$ cat config.mk
export PLATFORM = sky130hd
export DESIGN_NAME = tick_scheduler
export DESIGN_NICKNAME = d
export VERILOG_FILES = /design/src/rtl/tick_scheduler.sv
export SDC_FILE = /design/constraint.sdc
export NUM_CORES = 1
export LEC_CHECK = 0
export BUFFER_PORTS_ARGS = -buffer_cell sky130_fd_sc_hd__buf_2
export CAP_MARGIN = 20
export CORE_MARGIN = 2
export CORE_UTILIZATION = 40
export DETAILED_ROUTE_END_ITERATION = 10
export PLACE_DENSITY = 0.6
export RECOVER_POWER = 25
export SYNTH_ARGS = -nofsm -noshare
export SYNTH_HDL_FRONTEND = slang
export SYNTH_SLANG_ARGS = --single-unit
export TNS_END_PERCENT = 5
$ cat constraint.sdc
create_clock -name clk_in -period 5.55 [get_ports clk_in]
set_input_delay 0.2775 -clock clk_in [delete_from_list [all_inputs] [get_ports clk_in]]
set_output_delay 0.2775 -clock clk_in [all_outputs]
set_load 0.01 [all_outputs]
$ cat src/rtl/tick_scheduler.sv
// Shared timebase: one prescaler tick enable plus four one-shot/periodic channel timers
// driven through a two-state valid/ready config port.
module tick_scheduler #(
  parameter int unsigned CLK_HZ  = 50_000_000,
  parameter int unsigned TICK_HZ = 1000,
  parameter int unsigned PW      = 16
) (
  input  logic          clk_in,
  input  logic          rst,
  input  logic          cfg_valid,
  output logic          cfg_ready,
  input  logic [1:0]    cfg_chan,
  input  logic [1:0]    cfg_cmd,
  input  logic [PW-1:0] cfg_period,
  output logic          tick,
  output logic [3:0]    active,
  output logic [3:0]    expire
);

  localparam int unsigned DIV   = CLK_HZ / TICK_HZ;
  localparam int unsigned CW    = (DIV > 2) ? $clog2(DIV) : 1;
  localparam int unsigned NCH   = 4;

  localparam logic [1:0] CMD_STOP    = 2'b00;
  localparam logic [1:0] CMD_ONESHOT = 2'b01;
  localparam logic [1:0] CMD_PERIOD  = 2'b10;
  localparam logic [1:0] CMD_RESTART = 2'b11;

  typedef enum logic {CFG_READY, CFG_COMMIT} cfg_state_t;
  typedef enum logic {CH_IDLE, CH_RUN} ch_state_t;

  logic [CW-1:0] count;
  cfg_state_t    cfg_state;
  logic [1:0]    lat_chan;
  logic [1:0]    lat_cmd;
  logic [PW-1:0] lat_period;
  logic          commit_c;

  ch_state_t     ch_state  [NCH];
  logic [PW-1:0] remaining [NCH];
  logic [PW-1:0] period    [NCH];
  logic          periodic  [NCH];

  // Free-running prescaler; tick is registered one cycle after the terminal count
  always_ff @(posedge clk_in or posedge rst) begin
    if (rst) begin
      count <= '0;
      tick  <= 1'b0;
    end else begin
      tick <= (count == CW'(DIV - 1));
      if (count == CW'(DIV - 1)) begin
        count <= '0;
      end else begin
        count <= count + CW'(1);
      end
    end
  end

  // Config FSM: accept in READY, apply on the following edge from COMMIT
  always_ff @(posedge clk_in or posedge rst) begin
    if (rst) begin
      cfg_state  <= CFG_READY;
      cfg_ready  <= 1'b0;
      lat_chan   <= '0;
      lat_cmd    <= '0;
      lat_period <= '0;
    end else begin
      case (cfg_state)
        CFG_READY: begin
          cfg_ready <= 1'b1;
          if (cfg_valid && cfg_ready) begin
            lat_chan   <= cfg_chan;
            lat_cmd    <= cfg_cmd;
            lat_period <= cfg_period;
            cfg_state  <= CFG_COMMIT;
            cfg_ready  <= 1'b0;
          end
        end
        CFG_COMMIT: begin
          cfg_state <= CFG_READY;
          cfg_ready <= 1'b1;
        end
        default: begin
          cfg_state <= CFG_READY;
          cfg_ready <= 1'b0;
        end
      endcase
    end
  end

  assign commit_c = (cfg_state == CFG_COMMIT);

  // Channel timers; a commit to a channel overrides any tick that channel would see
  always_ff @(posedge clk_in or posedge rst) begin
    if (rst) begin
      active <= '0;
      expire <= '0;
      for (int unsigned i = 0; i < NCH; i++) begin
        ch_state[i]  <= CH_IDLE;
        remaining[i] <= '0;
        period[i]    <= '0;
        periodic[i]  <= 1'b0;
      end
    end else begin
      for (int unsigned i = 0; i < NCH; i++) begin
        expire[i] <= 1'b0;
        if (commit_c && (lat_chan == 2'(i))) begin
          case (lat_cmd)
            CMD_ONESHOT, CMD_PERIOD: begin
              if (lat_period == '0) begin
                ch_state[i] <= CH_IDLE;
                active[i]   <= 1'b0;
              end else begin
                period[i]    <= lat_period;
                remaining[i] <= lat_period;
                periodic[i]  <= (lat_cmd == CMD_PERIOD);
                ch_state[i]  <= CH_RUN;
                active[i]    <= 1'b1;
              end
            end
            CMD_RESTART: begin
              if (ch_state[i] == CH_RUN) begin
                remaining[i] <= period[i];
              end
            end
            default: begin
              ch_state[i] <= CH_IDLE;
              active[i]   <= 1'b0;
            end
          endcase
        end else if ((ch_state[i] == CH_RUN) && tick) begin
          if (remaining[i] <= PW'(1)) begin
            expire[i] <= 1'b1;
            if (periodic[i]) begin
              remaining[i] <= period[i];
            end else begin
              ch_state[i] <= CH_IDLE;
              active[i]   <= 1'b0;
            end
          end else begin
            remaining[i] <= remaining[i] - PW'(1);
          end
        end
      end
    end
  end

endmodule

==> impl_metrics.ini <==
[worst_setup_path]
path_cells = dlygate4sd3_1, buf_2, clkinvlp_2, buf_4
crit_required_ns = 6.05
cp.arrival_ns = 3.66
cp_num_buf_inv = 4
worstPathMaxFanout = 75
cpPeakStageDelay_ns = 1.86
timing.reg2reg.setup_slack_ns = 2.74
startpoint_type = input port
end_kind = async pin
slowest_stage = clkinvlp_2
crit_family = buffers and inverters
critPathKind = input port to async pin

[logic_synthesis]
synth-seq-area-share_pct = 47.7
synthSimpleGateAreaFrac_pct = 18.4
synth_xor_area_share_pct = 1.49
synth_nets = 1012
synth_top_family_by_area = compound AO/OA/AOI/OAI gates
syn_area_um2 = 9390
yosysTopAreaCell = dfrtp_1
synth-adder-area-share_pct = 1.47
synth_compound_area_share_pct = 18.7
synth_cell_type_count = 76
synthCells = 978
ys_ff_latch = 179
synthMuxAreaShare_pct = 8.49
yosysWarningCount = 0
synth_top_flop_cell = dfrtp_1
synth_area_per_cell_um2 = 9.60
synthArstFlopShare_pct = 100
yosys.area.top_type_share_pct = 47.7
synth_area_leaders = dfrtp_1 48%, mux2_2 8.3%, nand2_1 5.2%
synth-edff-count = 0

[timing]
setup_viol_count_final = 0
hold_viol_final = 0
fmax_mhz = 317
setup_tns_ns = 0
rsz0062_at_grt = false
period_minus_slack_ns = 3.16
worstMarginPinSlew_ns = 3.34
skew_ns = 0.0100
fin_crit_sh_pct = 56.9
relSlewSlack_pct = -124
slew_violations = 76

[clocking]
postCtsSetupBuffers = 0
clock-sinks = 179
cts_tree = done
clk_pin_slew_ns = 0.07
cts.htree.levels = 4
cts_made_buffers = 17
root_buffer = clkbuf_16
cts_buffer_depth = 2
clkLatencyLatePin_ns = 0.44

[floorplanning]
core_area_um2 = 23300
std_cell_rows = 56
fp.dieW_um = 157
start_util_pct = 40.4
floorplan.die_area_um2 = 24700
die_h_um = 157
io_pins = 33

[detailed_routing]
vias = 7695
drt-initial-drc-count = 753
ant_nets = 0
wl_per_cell_um = 19.6
drt-total-wl_mm = 25.6
routed_via_density = 5.87
drtPass1Iterations = 6
drc_errors = 0

[global_routing]
grt_pass1_vias = 7463
grt_overflow = 0
grt_pass1_wl_mm = 41.4
grt_start_max_net_pins = 76
grt.total_usage_pct = 21.6
antenna_found_initial = 0

[cells_and_area]
stdcell_area_um2 = 10400
layout-drive-gt1-share_pct = 15.9
finalNetCount = 1012
antenna_cells = 0
most-common-layout-cells = 179 x dfrtp_1, 131 x nand2_1, 76 x nor2_1
syn_to_final_growth_pct = 10.9
nFillCells = 2275
final_common_cell = dfrtp_1

[placement]
place_congestion = 0.848
io_buffers = 32
dp_hpwl_mm = 17.2
dpl_cell_area_um2 = 9750

[power_and_ir_drop]
power_per_cell_area_nw_per_um2 = 511
ir_worst_vdd_v = 0.000292
leakagePower_uw = 0.00454

[run_status]
violations = max-capacitance violations, max-slew violations
status = complete, but fails checks

[min_path]
min_path_type = input port to flop

[flow_run]
cap_violations = 1
==> sequential cells by signal (all words and copies together), names as in the netlist <==
signal,count
active,2
period,64
remaining,64
lat_cmd,2
periodic,4
cfg_ready,1
lat_period,16
lat_chan,2
cfg_state,1
ch_state,2
expire,4
tick,1
count,16
==> repair_timing <==
action                                  CTS  global route
hold buffers                              1             0
hold endpoints to repair                 73             0
endpoints found under the setup margin    0             0
gates resized for setup                   0             0
==> worst min-delay path, cell delays in order <==
cell and delay (ns):
buf_2 0.07, nand2_1 0.04, nand2_1 0.04
==> where the power goes <==
part	internal (uW)	leakage [uW]	switching, uW	total, uW
sequential	1790	0.00229	554	2350
combinational	729	0.00193	900	1630
clock	808	0.000323	537	1340
==> worst paths after layout <==
kind,start,end,cells past startpoint
setup reg to reg,remaining[60],remaining[57],6
max in group clk_in,remaining[60],remaining[57],6
hold / removal,cfg_period[12],lat_period[12],3
setup / recovery,rst,remaining[34],4
hold reg to reg,count[0],count[0],1
min in group asynchronous,rst,count[7],3
==> area by class of cell <==
cell class                 instances  area [um^2]  area share [%]
inverter                          18         68.8           0.661
multi-input combinational        717         4570            43.9
timing repair buffer              45          249            2.39
clock buffer                      22          484            4.65
tap                              319          399            3.83
sequential                       179         4480            43.0
clock inverter                    10          168            1.61
==> layer usage <==
layer / global-route usage [%] / part of all wire [%] / vias to the layer above
met5: 0 / 0 / -
met4: 9.00 / 3.2 / 0
met3: 3.41 / 4.3 / 45
met2: 34.0 / 47 / 226
met1: 29.8 / 46 / 3835
li1: - / - / 3589
==> Yosys cell counts, drive strengths merged, types with 6 or more instances <==
master / n
or4: 6
buf: 25
xnor2: 8
a21oi: 74
nand2: 131
xor2: 8
nor4: 19
nand2b: 9
a31oi: 15
clkbuf: 39
dfrtp: 179
nor2: 76
o21ai: 60
o22a: 8
nand3: 26
nand4: 11
o22ai: 7
or3: 10
inv: 18
o31ai: 8
o221ai: 16
nor3: 38
ha: 11
a222oi: 8
mux2: 69
==> metrics by stage <==
stage | setup WS, ns | std cells | utilization (%) | power (uW) | hold slack, ns
floorplan | 0.414 | 978 | - | 3460 | 0.383
global placement | 2.61 | 1274 | 41.9 | 3940 | 0.424
finish | 2.39 | 1310 | 44.8 | 5320 | 0.0210
detailed placement | 2.57 | 1275 | 41.9 | 3960 | 0.423
CTS | 2.55 | 1308 | 44.8 | 5310 | 0.0211
global route | 1.70 | 1310 | 44.8 | 5640 | 0.0251
==> logic make-up after synthesis <==
logic type,Yosys count
xor gates and xnor gates,16
AOI/OAI and AO/OA,263
muxes,71
and+or+nand+nor,356
DFF,179
adders and majority gates,11
buffers and inverters,82
No activity file was read; power rests on OpenSTA's default activity.
